--- config.mk ---
export PLATFORM = sky130hd
export DESIGN_NAME = bram_sample_seq_flat
export DESIGN_NICKNAME = d
export VERILOG_FILES = /design/src/rtl/bram_sample_seq_if.sv /design/src/rtl/bram_sample_seq.sv /design/src/flat_wrapper.sv
export SDC_FILE = /design/constraint.sdc
export NUM_CORES = 1
export LEC_CHECK = 0
export ABC_AREA = 1
export CORE_MARGIN = 2
export CORE_UTILIZATION = 35
export DETAILED_ROUTE_END_ITERATION = 8
export HOLD_SLACK_MARGIN = 0.02
export PLACE_DENSITY = 0.69
export RECOVER_POWER = 100
export SLEW_MARGIN = 0
export SYNTH_ARGS = -nofsm -noshare
export SYNTH_HDL_FRONTEND = slang
export SYNTH_SLANG_ARGS = --single-unit
export TNS_END_PERCENT = 5
--- constraint.sdc ---
create_clock -name i_seq_clk -period 2.97 [get_ports i_seq_clk]
set_clock_uncertainty 0.2 [all_clocks]
set_input_delay 0.594 -clock i_seq_clk [delete_from_list [all_inputs] [get_ports i_seq_clk]]
set_output_delay 0.594 -clock i_seq_clk [all_outputs]
set_load 0.02 [all_outputs]
--- src/rtl/bram_sample_seq_if.sv ---
// bram_sample_seq_if: bundles the sequencer's control, BRAM read port and
// filter-side valid/ready stream. The slave modport is the sequencer view;
// the master modport is the environment (controller, BRAM, filter) view.
interface bram_sample_seq_if #(
    parameter int WIDTH = 16,
    parameter int DEPTH = 101,
    parameter int LEN   = $clog2(DEPTH)
);
    logic             i_seq_start;
    logic             i_seq_stop;
    logic             o_seq_rden;
    logic [LEN-1:0]   o_seq_rdaddr;
    logic [WIDTH-1:0] i_seq_bramdata;
    logic [WIDTH-1:0] o_seq_data;
    logic             o_seq_valid;
    logic             i_seq_ready;
    logic             o_seq_busy;
    logic             o_seq_done;
    logic             o_seq_overrun;

    modport slave (
        input  i_seq_start, i_seq_stop, i_seq_bramdata, i_seq_ready,
        output o_seq_rden, o_seq_rdaddr, o_seq_data, o_seq_valid,
               o_seq_busy, o_seq_done, o_seq_overrun
    );

    modport master (
        output i_seq_start, i_seq_stop, i_seq_bramdata, i_seq_ready,
        input  o_seq_rden, o_seq_rdaddr, o_seq_data, o_seq_valid,
               o_seq_busy, o_seq_done, o_seq_overrun
    );
endinterface

--- src/rtl/bram_sample_seq.sv ---
// bram_sample_seq: plays addresses 0..NUM_SAMPLES-1 of a sample ROM (1-cycle
// registered read) at one sample per TICK_DIV clocks and streams each word to
// the filter over valid/ready. A tick that lands while a sample is still
// waiting for acceptance sets the sticky overrun flag; the sample is kept.
// Build option SEQ_LOOP_EN: wrap to address 0 after the last sample and keep
// playing until stop (no DONE state, o_seq_done stays 0).
module bram_sample_seq #(
    parameter int WIDTH       = 16,
    parameter int DEPTH       = 101,
    parameter int NUM_SAMPLES = 8,
    parameter int TICK_DIV    = 16,
    parameter int LEN         = $clog2(DEPTH)
) (
    input  logic                i_seq_clk,
    input  logic                i_seq_rstn,
    bram_sample_seq_if.slave    bus
);

    typedef enum logic [2:0] {
        S_IDLE      = 3'd0,
        S_WAIT_TICK = 3'd1,
        S_READ      = 3'd2,
        S_CAPTURE   = 3'd3,
        S_OUTPUT    = 3'd4,
        S_DONE      = 3'd5
    } state_t;

    localparam int             CW          = (TICK_DIV > 2) ? $clog2(TICK_DIV) : 2;
    localparam logic [CW-1:0]  TICK_RELOAD = CW'(TICK_DIV - 1);
    localparam logic [LEN-1:0] LAST_ADDR   = LEN'(NUM_SAMPLES - 1);

    state_t           state_r;
    logic [CW-1:0]    tick_cnt_r;
    logic [LEN-1:0]   addr_r;
    logic             rden_r;
    logic [LEN-1:0]   rdaddr_r;
    logic [WIDTH-1:0] data_r;
    logic             valid_r;
    logic             busy_r;
    logic             done_r;
    logic             overrun_r;
    logic             tick_s;
    logic             start_s;

    // Tick strobe and qualified start request.
    always_comb begin
        tick_s  = 1'b0;
        start_s = 1'b0;
        if (tick_cnt_r == {CW{1'b0}}) begin
            tick_s = 1'b1;
        end else begin
            tick_s = 1'b0;
        end
        if (bus.i_seq_start && !bus.i_seq_stop) begin
            start_s = 1'b1;
        end else begin
            start_s = 1'b0;
        end
    end

    // Sample-rate counter: loaded on start, free-runs with reload while busy.
    always_ff @(posedge i_seq_clk or negedge i_seq_rstn) begin
        if (!i_seq_rstn) begin
            tick_cnt_r <= {CW{1'b0}};
        end else if (state_r == S_IDLE) begin
            if (start_s) begin
                tick_cnt_r <= TICK_RELOAD;
            end
        end else if (tick_s) begin
            tick_cnt_r <= TICK_RELOAD;
        end else begin
            tick_cnt_r <= tick_cnt_r - CW'(1'b1);
        end
    end

    // Sequencer FSM with all outputs registered; stop outranks start and ready.
    always_ff @(posedge i_seq_clk or negedge i_seq_rstn) begin
        if (!i_seq_rstn) begin
            state_r   <= S_IDLE;
            addr_r    <= {LEN{1'b0}};
            rden_r    <= 1'b0;
            rdaddr_r  <= {LEN{1'b0}};
            data_r    <= {WIDTH{1'b0}};
            valid_r   <= 1'b0;
            busy_r    <= 1'b0;
            done_r    <= 1'b0;
            overrun_r <= 1'b0;
        end else if ((state_r != S_IDLE) && bus.i_seq_stop) begin
            state_r <= S_IDLE;
            addr_r  <= {LEN{1'b0}};
            rden_r  <= 1'b0;
            valid_r <= 1'b0;
            busy_r  <= 1'b0;
            done_r  <= 1'b0;
        end else begin
            case (state_r)
                S_IDLE: begin
                    if (start_s) begin
                        addr_r    <= {LEN{1'b0}};
                        overrun_r <= 1'b0;
                        busy_r    <= 1'b1;
                        state_r   <= S_WAIT_TICK;
                    end
                end
                S_WAIT_TICK: begin
                    if (tick_s) begin
                        rden_r   <= 1'b1;
                        rdaddr_r <= addr_r;
                        state_r  <= S_READ;
                    end
                end
                S_READ: begin
                    // The ROM registers its word on this edge.
                    rden_r  <= 1'b0;
                    state_r <= S_CAPTURE;
                end
                S_CAPTURE: begin
                    data_r  <= bus.i_seq_bramdata;
                    valid_r <= 1'b1;
                    state_r <= S_OUTPUT;
                end
                S_OUTPUT: begin
                    // A tick here is dropped; the held sample is never skipped.
                    if (tick_s) begin
                        overrun_r <= 1'b1;
                    end
                    if (bus.i_seq_ready) begin
                        valid_r <= 1'b0;
                        if (addr_r == LAST_ADDR) begin
`ifdef SEQ_LOOP_EN
                            addr_r  <= {LEN{1'b0}};
                            state_r <= S_WAIT_TICK;
`else
                            done_r  <= 1'b1;
                            state_r <= S_DONE;
`endif
                        end else begin
                            addr_r  <= addr_r + LEN'(1'b1);
                            state_r <= S_WAIT_TICK;
                        end
                    end
                end
                S_DONE: begin
                    done_r  <= 1'b0;
                    addr_r  <= {LEN{1'b0}};
                    busy_r  <= 1'b0;
                    state_r <= S_IDLE;
                end
                default: begin
                    state_r <= S_IDLE;
                    addr_r  <= {LEN{1'b0}};
                    rden_r  <= 1'b0;
                    valid_r <= 1'b0;
                    busy_r  <= 1'b0;
                    done_r  <= 1'b0;
                end
            endcase
        end
    end

    assign bus.o_seq_rden    = rden_r;
    assign bus.o_seq_rdaddr  = rdaddr_r;
    assign bus.o_seq_data    = data_r;
    assign bus.o_seq_valid   = valid_r;
    assign bus.o_seq_busy    = busy_r;
    assign bus.o_seq_done    = done_r;
    assign bus.o_seq_overrun = overrun_r;

endmodule
--- src/flat_wrapper.sv ---
// flat-port wrapper written by rule: the top's interface ports become plain ports
module bram_sample_seq_flat 
#(
    parameter int WIDTH       = 16,
    parameter int DEPTH       = 101,
    parameter int NUM_SAMPLES = 8,
    parameter int TICK_DIV    = 16,
    parameter int LEN         = $clog2(DEPTH)
)
  (i_seq_clk, i_seq_rstn, bus_i_seq_start, bus_i_seq_stop, bus_i_seq_bramdata, bus_i_seq_ready, bus_o_seq_rden, bus_o_seq_rdaddr, bus_o_seq_data, bus_o_seq_valid, bus_o_seq_busy, bus_o_seq_done, bus_o_seq_overrun);
  bram_sample_seq_if #(.WIDTH(WIDTH), .DEPTH(DEPTH), .LEN(LEN)) bus_i ();
  input  logic i_seq_clk;
  input  logic i_seq_rstn;
  input wire logic [$bits(bus_i.i_seq_start)-1:0] bus_i_seq_start;
  input wire logic [$bits(bus_i.i_seq_stop)-1:0] bus_i_seq_stop;
  input wire logic [$bits(bus_i.i_seq_bramdata)-1:0] bus_i_seq_bramdata;
  input wire logic [$bits(bus_i.i_seq_ready)-1:0] bus_i_seq_ready;
  output wire logic [$bits(bus_i.o_seq_rden)-1:0] bus_o_seq_rden;
  output wire logic [$bits(bus_i.o_seq_rdaddr)-1:0] bus_o_seq_rdaddr;
  output wire logic [$bits(bus_i.o_seq_data)-1:0] bus_o_seq_data;
  output wire logic [$bits(bus_i.o_seq_valid)-1:0] bus_o_seq_valid;
  output wire logic [$bits(bus_i.o_seq_busy)-1:0] bus_o_seq_busy;
  output wire logic [$bits(bus_i.o_seq_done)-1:0] bus_o_seq_done;
  output wire logic [$bits(bus_i.o_seq_overrun)-1:0] bus_o_seq_overrun;
  assign bus_i.i_seq_start = bus_i_seq_start;
  assign bus_i.i_seq_stop = bus_i_seq_stop;
  assign bus_i.i_seq_bramdata = bus_i_seq_bramdata;
  assign bus_i.i_seq_ready = bus_i_seq_ready;
  assign bus_o_seq_rden = bus_i.o_seq_rden;
  assign bus_o_seq_rdaddr = bus_i.o_seq_rdaddr;
  assign bus_o_seq_data = bus_i.o_seq_data;
  assign bus_o_seq_valid = bus_i.o_seq_valid;
  assign bus_o_seq_busy = bus_i.o_seq_busy;
  assign bus_o_seq_done = bus_i.o_seq_done;
  assign bus_o_seq_overrun = bus_i.o_seq_overrun;
  bram_sample_seq #(.WIDTH(WIDTH), .DEPTH(DEPTH), .NUM_SAMPLES(NUM_SAMPLES), .TICK_DIV(TICK_DIV), .LEN(LEN)) u_core (.i_seq_clk(i_seq_clk), .i_seq_rstn(i_seq_rstn), .bus(bus_i));
endmodule
======== After elaboration in Yosys (flattened, before gate mapping) ========
Cells that the tools add are included.
operators by class
  add/subtract/negate cells ............... 2
  bitwise operators ....................... 1
  multiplexer cells ....................... 31
  reduce and logical (&&, ||, !) cells .... 21
  eq/ne operators ......................... 18
operators by type and width
  kind                                               count
  2-to-1 mux 7 bit                                   4
  one-hot mux 7 bit (3 select lines)                 1
  OR reduction 4 bit                                 4
  2-to-1 mux 3 bit                                   5
  one-hot mux 3 bit (5 select lines)                 1
  != test 2 x 1 -> 1 bit (second input constant)     7
  2-to-1 mux 1 bit                                   12
  2-to-1 mux 4 bit                                   3
  != test 3 x 2 -> 1 bit (second input constant)     3
  AND reduction 3 bit                                3
  one-hot mux 1 bit (2 select lines)                 4
  AND reduction 2 bit                                4
  AND reduction 4 bit                                2
  adder 7 x 1 -> 7 bit (second input constant)       1
  == test 7 x 3 -> 1 bit (second input constant)     1
  == test 3 x 2 -> 1 bit (second input constant)     2
  == test 3 bit (second input constant)              2
  != test 3 x 1 -> 1 bit (second input constant)     2
  zero test 4 bit                                    1
  subtractor 4 x 1 -> 4 bit (second input constant)  1
  == test 3 x 1 -> 1 bit (second input constant)     1
  zero test 3 bit                                    1
  one-hot mux 1 bit (3 select lines)                 1
  nonzero test 3 bit                                 1
  other kinds (5)                                    6
word-level totals
  word-level logic and storage cells ...... 83
  flip-flop bits (word level) ............. 42
  output and inout bits ................... 28
  input bits .............................. 21

======== Logic depth before layout (Yosys ltp) ========
Gate-level depths: netlist of the first run.
  depth in word-level cells ............... 6
  mapped depth ............................ 8
  gate-level depth less buffers ........... 8

======== Worst setup path after synthesis of the first run ========
Ideal clock, no wire load.
  path type ............................... input to register
  start point ............................. input bus_i_seq_stop
  end point ............................... register u_core.rdaddr_r[4] (netlist: u_core.bus.o_seq_rdaddr[4])
  arrival time ............................ 1.255 ns
  setup time .............................. 0.127 ns
  slack ................................... 1.389 ns
  path buffers ............................ 1
  data required time ...................... 2.643 ns
  cell stages on the path ................. 7
  path through ............................ inv_2 nand2_2 nor3_2 nand2_2 buf_6 nand2_1 o21ai_0
on the way
  word-level cells in the longest chain between the ends .. 3
RTL lines
  item                                  RTL line                RTL
  from (decl)                           flat_wrapper.sv:15      input wire logic [$bits(bus_i.i_seq_stop)-1:0] bus_i_seq_stop;
  logical AND 1 bit                     bram_sample_seq.sv:88   end else if ((state_r != S_IDLE) && bus.i_seq_stop) begin
  NOT 1 bit (no source line)            --
  AND reduction 3 bit (no source line)  --
  to (signal assigned)                  bram_sample_seq.sv:82   rdaddr_r <= {LEN{1'b0}};
  to (signal assigned)                  bram_sample_seq.sv:108  rdaddr_r <= addr_r;
  to (decl)                             bram_sample_seq.sv:36   logic [LEN-1:0] rdaddr_r;
Every way passes these cells.
A chain may end at the register's enable or synchronous reset.

======== Worst setup path after layout of the first run ========
Ends and elaborated chain as after synthesis.

==> results.json, run 1 <==
{
  "avgViaCountPerCell": 4.701,
  "wl_met1_um": 1933,
  "path_class": "primary input to flop",
  "die_area_sq_um": 6311,
  "grt_start_max_net_pins": 43,
  "met3_length_um": 254,
  "grt_pass1_vias": 1712,
  "tightestPinTransition_ns": 1.006,
  "finalWeightedCongestion": 0.7951,
  "cp-end-kind": "flop",
  "worstPathCellList": "dlygate4sd3_1 -> inv_1 -> nand2_1 -> nor3_1 -> nand2_1 -> nand2_1 -> o21ai_0",
  "fin_crit_sh": 0.7880,
  "powerDensity_nw_per_um2": 735.5,
  "postCtsHoldBufs": 0,
  "dr.pass1.iters": 4,
  "final_core_util": 0.4753,
  "r2r_cells": 6,
  "fin_nets": 318,
  "path_clk_slew_ns": 0.08,
  "layout-drive-gt1-share": 0.04730,
  "status": "complete, no violations",
  "dpl.hpwl_um": 3049,
  "row_count": 27,
  "slowest_stage": "dlygate4sd3_1",
  "cp.arrival_ns": 2.31,
  "cts_resized": 0,
  "initial_utilization": 0.3617,
  "max_cap_viol_count": 0,
  "slew_violations": 0,
  "hold_class": "primary input to asynchronous set/reset pin",
  "placed_area_sq_um": 2527,
  "worstPathRequired_ns": 2.94,
  "r2r-end": "u_core.bus.o_seq_rdaddr[4]$_DFFE_PN0P_",
  "synthDistinctLibCells": 22,
  "total_leakage_power_nw": 1.366,
  "fin_hold_ws_ns": 0.2528,
  "drt-total-wl_um": 4297,
  "cts_root_buf": "clkbuf_8",
  "dpl.cell_count": 360,
  "finalHoldViolCount": 0,
  "place_ws_ns": 0.6441,
  "fin_cells": 368,
  "yosysTopAreaCellShare": 0.5276,
  "synth_top_family_by_area": "simple AND/OR/NAND/NOR gates",
  "ant_nets": 0,
  "die_h_um": 79.44,
  "r2r-start": "u_core.state_r[2]$_DFFE_PN0P_",
  "synth_compound_area_frac": 0.08480,
  "dr.max_layer_used": "met4",
  "cpLargestDelayFamily": "simple AND/OR/NAND/NOR gates",
  "ioPinCount": 49,
  "synth_area_leaders": "dfrtp_1 (53%), nand2_1 (19%), inv_1 (4.1%), nor2_1 (3.2%), nand3_1 (2.8%)",
  "cp_max_fo": 15,
  "yosysTopAreaCell": "dfrtp_1",
  "cpPeakStageDelay_ns": 0.55,
  "clock.fmax_ghz": 0.4273,
  "synth_area_sq_um": 1992,
  "crit_path_start_kind": "primary input",
  "critPathLaunch": "bus_i_seq_stop",
  "clock-sinks": 42,
  "ys_seq_area_frac": 0.5276,
  "synth_mux_area_frac": 0,
  "setup_viol": 0,
  "rsz0062_at_grt": "no",
  "cts_tree": "built",
  "yosys.area_share.adder": 0.01256,
  "cp_num_buf_inv": 2,
  "fillers": 566,
  "drcViolationCount": 0,
  "core_area_sq_um": 5507,
  "diodes": 0,
  "fin_area_sq_um": 2618,
  "grt_antenna_before_repair": 0,
  "synth_simple_gate_area_frac": 0.3040,
  "io_buffers": 48,
  "grtUsageTotal": 0.1550,
  "r2r_setup_slack_ns": 0.97,
  "synth.avg_cell_area_sq_um": 8.197,
  "die_w_um": 79.44,
  "met2_length_um": 2004,
  "ys_warn_count": 0,
  "htreeDepth": 2,
  "synth_seq_cells": 42,
  "crit_end": "u_core.bus.o_seq_rdaddr[4]$_DFFE_PN0P_",
  "drtIter0Drc": 103,
  "wl_per_cell_um": 11.68,
  "grt_pass1_wl_um": 7596,
  "power_mw": 1.925,
  "synth_xor_area_frac": 0.008794,
  "via_count": 1730,
  "cts-buffers-inserted": 5,
  "clock_latency_ns": 0.30,
  "timing.final.crit_period_ns": 2.340,
  "syn_inst": 243,
  "ir_worst_vdd_mv": 0.3503,
  "syn_nets": 266,
  "cts_setup_buffers": 0,
  "cp.depth": 7,
  "timing.setup.tns_ns": 0,
  "grt-ovfl-total": 0,
  "worst_slack_ns": 0.6297,
  "syn_to_final_growth_pct": 31.41,
  "cts_buffer_depth": 2,
  "cp_common_cell": "nand2_1",
  "slew_headroom": 0.3292
}
-- cells in the final DEF, fill, tap and decap left out --
cell	netlist	final
o21ai_0	11	11
nand4_1	3	3
inv_1	22	25
clkdlybuf4s50_1	0	18
dfrtp_1	42	42
a21oi_1	6	6
clkbuf_2	0	1
nand2_1	100	102
o211ai_1	1	1
a22oi_1	2	2
nor3_1	1	2
o21bai_1	7	7
nor2_4	4	4
ha_1	2	2
a31o_2	1	1
nand3_1	11	13
xor2_1	2	2
dlygate4sd3_1	0	29
clkbuf_8	0	8
nor2_1	17	17
-- metal layers --
metal / vias to the layer above / track usage
met5: - / 0
met4: 0 / 0.08448
met3: 7 / 0.03733
met2: 59 / 0.2555
met1: 797 / 0.1860
li1: 867 / -
-- power breakdown --
group | internal (mW) | switching [mW] | leakage [nW]
registers | 0.705 | 0.0820 | 0.549
logic | 0.280 | 0.424 | 0.759
clock network | 0.235 | 0.200 | 0.0575
-- registers in the layout, summed over array words and instances, names as in the netlist --
register,count
u_core.addr_r,7
u_core.bus.o_seq_busy,1
u_core.bus.o_seq_data,16
u_core.bus.o_seq_done,1
u_core.bus.o_seq_overrun,1
u_core.bus.o_seq_rdaddr,7
u_core.bus.o_seq_rden,1
u_core.bus.o_seq_valid,1
u_core.state_r,3
u_core.tick_cnt_r,4
-- logic make-up after synthesis --
group	Yosys count
flops	42
fa+ha+maj	2
xor+xnor	2
compound gates	28
simple gates	141
buf+inv	28
-- layout make-up --
class                           count  area, sq um  share of cell area
Inverter                           25        93.84             0.03585
Clock buffer                        8        110.1             0.04207
Multi-Input combinational cell    173        797.0              0.3045
Sequential cell                    42         1051              0.4015
Timing Repair Buffer               48        475.5              0.1816
Tap cell                           72        90.09             0.03442
-- Yosys cell counts --
library cell    n
nand3_2         2
nor2_1         17
inv_2           3
a31o_2          1
nor2_4          4
a22oi_1         2
buf_6           2
nand4_1         3
a21oi_1         6
nor3_1          1
dfrtp_1        42
ha_1            2
xor2_1          2
nand2_1       100
o21bai_1        7
nand2_2         2
inv_1          22
o21ai_0        11
nor3_2          1
buf_4           1
o211ai_1        1
nand3_1        11
-- worst min-delay path by stage --
stage,cells after the start,to,slack [ns],startpoint
2_1_floorplan,0,u_core.addr_r[0]$_DFFE_PN0P_,0.1,i_seq_rstn
4_1_cts,1,u_core.bus.o_seq_valid$_DFFE_PN0P_,0.26,i_seq_rstn
3_3_place_gp,2,u_core.bus.o_seq_rden$_DFFE_PN0P_,0.26,u_core.bus.o_seq_rden$_DFFE_PN0P_
5_1_grt,2,u_core.bus.o_seq_data[10]$_DFFE_PN0P_,0.30,u_core.bus.o_seq_data[10]$_DFFE_PN0P_
3_5_place_dp,2,u_core.bus.o_seq_data[3]$_DFFE_PN0P_,0.26,u_core.bus.o_seq_data[3]$_DFFE_PN0P_
6_report,1,u_core.bus.o_seq_data[7]$_DFFE_PN0P_,0.25,i_seq_rstn
Power figures use the tool's default switching activity.
==> run 2, diff against run 1 <==
PLACE_DENSITY = 0.71   (was 0.69)
clock period = 1.9 ns   (was 2.97 ns; I/O delays follow)
==> run 2 against run 1 <==
Design area increased by 1.0%. Non-clock buffer count increased by 7. Final cell count increased by 1.9%. Global-route usage decreased by 1.3 points. Register-to-register slack got worse by 0.82 ns. Hold slack improved by 0.026 ns. Critical endpoint is now bus_o_seq_data[8].
==> results.json, run 2 (synthesized netlist as in run 1, its figures left out) <==
{
  "status": "complete, no violations",
  "fin_hold_ws_ns": 0.2791,
  "dpl.cell_count": 366,
  "p_int_mw": 1.964,
  "slowest_stage": "clkdlybuf4s50_1",
  "dpl.hpwl_um": 3060,
  "place_ws_ns": -0.1317,
  "cts_buffer_depth": 2,
  "die_h_um": 79.44,
  "cp-end-kind": "output pin",
  "fin_area_sq_um": 2644,
  "total_leakage_power_nw": 1.312,
  "worstPathCellList": "clkdlybuf4s50_1",
  "placed_area_sq_um": 2585,
  "layout_common_cells": "nand2_1 (101), dfrtp_1 (42), clkdlybuf4s50_1 (39), inv_1 (22), nor2_1 (18)",
  "syn_to_final_growth_pct": 32.73,
  "grt_pass1_wl_um": 7127,
  "cts_root_buf": "clkbuf_8",
  "avgViaCountPerCell": 4.525,
  "clock.fmax_ghz": 0.5382,
  "seqPwrFrac": 0.402,
  "clkPwrFrac": 0.233,
  "fin_cells": 375,
  "r2r_setup_slack_ns": 0.15,
  "slew_violations": 0,
  "dr.pass1.iters": 4,
  "mostFrequentLayoutCell": "nand2_1",
  "power.switching_mw": 1.106,
  "comb_power_share": 0.365,
  "cp_num_buf_inv": 1,
  "worst_slack_ns": 0.04211,
  "r2r-start": "u_core.addr_r[0]$_DFFE_PN0P_",
  "diodes": 0,
  "timing.setup.tns_ns": 0,
  "fillers": 556,
  "finalWeightedCongestion": 0.9140,
  "cts_tree": "built",
  "multi_input_area_sq_um": 802.0,
  "final_core_util": 0.4801,
  "slew_headroom": 0.6557,
  "fin_crit_sh": 0.9778,
  "via_count": 1697,
  "die_w_um": 79.44,
  "path_clk_slew_ns": 0.08,
  "ioPinCount": 49,
  "largest_reg_flops": 16,
  "min_from": "u_core.bus.o_seq_data[5]$_DFFE_PN0P_",
  "hold_class": "flop to flop",
  "grt-ovfl-total": 0,
  "cp.depth": 1,
  "ir_worst_vdd_mv": 0.4552,
  "rsz0062_at_grt": "no",
  "ant_nets": 0,
  "layout-drive-gt1-share": 0.08581,
  "timing.final.crit_period_ns": 1.858,
  "worstPathRequired_ns": 1.32,
  "drcViolationCount": 0,
  "htreeDepth": 2,
  "whs_endpoint": "u_core.bus.o_seq_data[5]$_DFFE_PN0P_",
  "switching_share": 0.3601,
  "die_area_sq_um": 6311,
  "grtUsageTotal": 0.1425,
  "powerDensity_nw_per_um2": 1161,
  "initial_utilization": 0.3617,
  "cp.arrival_ns": 1.28,
  "cpPeakStageDelay_ns": 0.62,
  "grt_start_max_net_pins": 25,
  "r2r_cells": 8,
  "drtIter0Drc": 78,
  "ff_latch_area_sq_um": 1051,
  "grt_pass1_vias": 1653,
  "max_cap_viol_count": 0,
  "row_count": 27,
  "tightestPinTransition_ns": 0.5164,
  "clock_latency_ns": 0.30,
  "cp_max_fo": 2,
  "r2r-end": "u_core.addr_r[4]$_DFFE_PN0P_",
  "path_class": "flop to output pin",
  "clock-sinks": 42,
  "cts-buffers-inserted": 5,
  "crit_path_start_kind": "flop",
  "cpLargestDelayFamily": "buffers and inverters",
  "power_mw": 3.070,
  "io_buffers": 48,
  "finalHoldViolCount": 0,
  "grt_antenna_before_repair": 0,
  "holdPathStages": 2,
  "drt-total-wl_um": 4149,
  "fin_nets": 325,
  "wl_per_cell_um": 11.06,
  "core_area_sq_um": 5507,
  "setup_viol": 0
}
run 2: cell types whose count changed in the layout (fill, tap and decap cells not counted), moves of 2 or more:
| cell | delta |
|---|---|
| clkinvlp_4 | +2 |
| dlygate4sd3_1 | -28 |
| buf_4 | +4 |
| clkdlybuf4s50_1 | +21 |
| nand3_2 | +2 |
| nand3_1 | -2 |
| clkbuf_8 | -3 |
| nor2_4 | -2 |
| clkbuf_1 | +8 |
| inv_1 | -3 |
| inv_2 | +3 |
run 2: power by group through the flow:
stage	logic [mW]	registers, mW	clock network, mW
4_1_cts	1.19	1.24	0.744
3_5_place_dp	1.19	1.25	0
6_report	1.12	1.23	0.716
2_1_floorplan	0.488	1.43	0
5_1_grt	1.24	1.26	0.779
3_3_place_gp	1.16	1.25	0
run 2: worst max-delay path by stage:
stage / startpoint / end / slack (ns)
2_1_floorplan: u_core.addr_r[0]$_DFFE_PN0P_ / u_core.addr_r[2]$_DFFE_PN0P_ / 0.40
3_3_place_gp: bus_i_seq_stop / u_core.addr_r[5]$_DFFE_PN0P_ / -0.09
3_5_place_dp: bus_i_seq_stop / u_core.addr_r[4]$_DFFE_PN0P_ / -0.13
4_1_cts: u_core.bus.o_seq_rden$_DFFE_PN0P_ / bus_o_seq_rden / 0.009
5_1_grt: u_core.addr_r[0]$_DFFE_PN0P_ / u_core.addr_r[6]$_DFFE_PN0P_ / 0.004
6_report: u_core.bus.o_seq_data[8]$_DFFE_PN0P_ / bus_o_seq_data[8] / 0.04
run 2: timing repair:
action / CTS / global route
hold endpoints to repair: 18 / 0
resized for setup: 0 / 8
hold buffers: 1 / 0
buffers inserted: 0 / 0
setup endpoints to repair: 0 / 8
run 2: tightest hold or removal path, stage by stage, from the launching register on:
cell and delay [ns]:
dfrtp_1 0.35, nand2_1 0.05, nand2_1 0.05
run 2: layout make-up:
type	count	area share
flip-flops and latches	42	0.3975
multi-input cells	173	0.3034
repair buffers	55	0.1865
inverters	25	0.03549
well taps	72	0.03407
clock buffers	5	0.02603
clock inverters	3	0.01704
run 2: per-layer routing:
metal,share of wire,vias to the layer above,routed length (um),global-route usage
met2,0.47,63,1930,0.2370
met3,0.066,5,272,0.04186
met5,0,-,0,0
li1,-,886,-,-
met1,0.46,743,1897,0.1779
met4,0.012,0,50,0.04483
==> run 3, diff against run 2 <==
REMOVE_ABC_BUFFERS = 1   (was not set)
==> run 3 against run 2 <==
Register-to-register slack hardly changed. Sequential share of layout area is 0.74 points lower. Total power is 1.6% higher. Sequential power hardly changed. Utilization is 0.91 points higher. Via count is 2.8% higher. Count of clock-buffer cells in the layout is 1 higher. Final cell count is 0.80% higher. Die area stayed put. First-iteration DRC count is 28% higher. Setup slack better by 0.014 ns. Flip-flop and latch count stayed put. Highest routed layer unchanged.
==> results.json, run 3 (synthesized netlist as in run 1, its figures left out) <==
{
  "htreeDepth": 2,
  "initial_utilization": 0.3617,
  "r2r-end": "u_core.addr_r[0]$_DFFE_PN0P_",
  "timing.setup.tns_ns": 0,
  "die_area_sq_um": 6311,
  "crit_path_start_kind": "flop",
  "cp_max_fo": 2,
  "slew_headroom": 0.4227,
  "r2r_cells": 8,
  "multi_input_area_sq_um": 809.5,
  "dpl.cell_count": 370,
  "cts-buffers-inserted": 5,
  "hold_class": "flop to flop",
  "path_class": "flop to output pin",
  "power.switching_mw": 1.094,
  "via_count": 1744,
  "tightestPinTransition_ns": 0.8660,
  "status": "complete, no violations",
  "worst_slack_ns": 0.05597,
  "finalHoldViolCount": 0,
  "fin_cells": 378,
  "drtIter0Drc": 100,
  "clock_latency_ns": 0.29,
  "avgViaCountPerCell": 4.614,
  "fin_hold_ws_ns": 0.2738,
  "path_clk_slew_ns": 0.08,
  "max_cap_viol_count": 0,
  "ant_nets": 0,
  "placed_area_sq_um": 2615,
  "clock.fmax_ghz": 0.5423,
  "dr.pass1.iters": 4,
  "timing.final.crit_period_ns": 1.844,
  "clock-sinks": 42,
  "ioPinCount": 49,
  "cp_num_buf_inv": 1,
  "place_ws_ns": -0.05778,
  "worstPathRequired_ns": 1.32,
  "diodes": 0,
  "drcViolationCount": 0,
  "wl_per_cell_um": 11.88,
  "min_from": "u_core.bus.o_seq_valid$_DFFE_PN0P_",
  "fin_area_sq_um": 2694,
  "fin_nets": 329,
  "finalWeightedCongestion": 0.8301,
  "cp.arrival_ns": 1.26,
  "switching_share": 0.3507,
  "grtUsageTotal": 0.1564,
  "die_h_um": 79.44,
  "cpLargestDelayFamily": "buffers and inverters",
  "grt_antenna_before_repair": 0,
  "io_buffers": 48,
  "fillers": 535,
  "drt-total-wl_um": 4490,
  "rsz0062_at_grt": "no",
  "r2r-start": "u_core.addr_r[0]$_DFFE_PN0P_",
  "seqPwrFrac": 0.395,
  "powerDensity_nw_per_um2": 1158,
  "r2r_setup_slack_ns": 0.15,
  "clkPwrFrac": 0.230,
  "total_leakage_power_nw": 1.339,
  "comb_power_share": 0.375,
  "grt_start_max_net_pins": 28,
  "layout_common_cells": "nand2_1 (101), clkdlybuf4s50_1 (44), dfrtp_1 (42), inv_1 (24), nor2_1 (17)",
  "fin_crit_sh": 0.9705,
  "ir_worst_vdd_mv": 0.4946,
  "dpl.hpwl_um": 3448,
  "mostFrequentLayoutCell": "nand2_1",
  "largest_reg_flops": 16,
  "layout-drive-gt1-share": 0.08170,
  "grt-ovfl-total": 0,
  "slew_violations": 0,
  "row_count": 27,
  "die_w_um": 79.44,
  "whs_endpoint": "u_core.bus.o_seq_valid$_DFFE_PN0P_",
  "ff_latch_area_sq_um": 1051,
  "p_int_mw": 2.025,
  "worstPathCellList": "clkdlybuf4s50_1",
  "cpPeakStageDelay_ns": 0.62,
  "syn_to_final_growth_pct": 35.24,
  "slowest_stage": "clkdlybuf4s50_1",
  "holdPathStages": 2,
  "core_area_sq_um": 5507,
  "cts_buffer_depth": 2,
  "setup_viol": 0,
  "grt_pass1_wl_um": 7748,
  "cts_root_buf": "clkbuf_8",
  "cp-end-kind": "output pin",
  "cts_tree": "built",
  "grt_pass1_vias": 1748
}
[run 3: metrics by stage]
stage,utilization,power (mW)
2_1_floorplan,-,1.916
3_3_place_gp,0.4749,2.418
3_5_place_dp,0.4749,2.455
4_1_cts,0.4972,3.184
5_1_grt,0.4892,3.334
6_report,0.4892,3.119
[run 3: worst max path at each step]
stage / from / to / slack, ns / cells past startpoint
2_1_floorplan: u_core.addr_r[0]$_DFFE_PN0P_ / u_core.addr_r[2]$_DFFE_PN0P_ / 0.40 / 8
3_3_place_gp: bus_i_seq_stop / u_core.addr_r[1]$_DFFE_PN0P_ / -0.04 / 8
3_5_place_dp: bus_i_seq_stop / u_core.addr_r[1]$_DFFE_PN0P_ / -0.06 / 8
4_1_cts: u_core.bus.o_seq_data[12]$_DFFE_PN0P_ / bus_o_seq_data[12] / 0.03 / 1
5_1_grt: i_seq_rstn / u_core.bus.o_seq_overrun$_DFFE_PN0P_ / 0.004 / 3
6_report: u_core.bus.o_seq_rdaddr[0]$_DFFE_PN0P_ / bus_o_seq_rdaddr[0] / 0.06 / 1
[run 3: final cells by class]
cell class / count / area share
multi-input cells: 173 / 0.3005
clock buffers: 6 / 0.03065
inverters: 25 / 0.03484
clock inverters: 1 / 0.01115
flip-flops and latches: 42 / 0.3902
repair buffers: 59 / 0.1993
well taps: 72 / 0.03344
[run 3: power by group through the flow]
stage,combinational (mW),clock [mW],sequential (mW)
6_report,1.17,0.718,1.23
5_1_grt,1.30,0.772,1.26
2_1_floorplan,0.483,0,1.43
4_1_cts,1.21,0.738,1.24
3_5_place_dp,1.20,0,1.25
3_3_place_gp,1.17,0,1.25
[run 3: timing repair]
| action | in CTS | in global routing |
|---|---|---|
| endpoints found under the hold margin | 15 | 0 |
| setup buffers | 0 | 0 |
| hold buffers | 1 | 0 |
| endpoints found under the setup margin | 0 | 3 |
| gates resized for setup | 0 | 3 |
[run 3: layer usage]
| metal | share of wire | vias up | track usage |
|---|---|---|---|
| li1 | - | 889 | - |
| met1 | 0.45 | 801 | 0.1952 |
| met2 | 0.49 | 47 | 0.2571 |
| met3 | 0.056 | 7 | 0.04412 |
| met4 | 0.011 | 0 | 0.05862 |
| met5 | 0 | - | 0 |
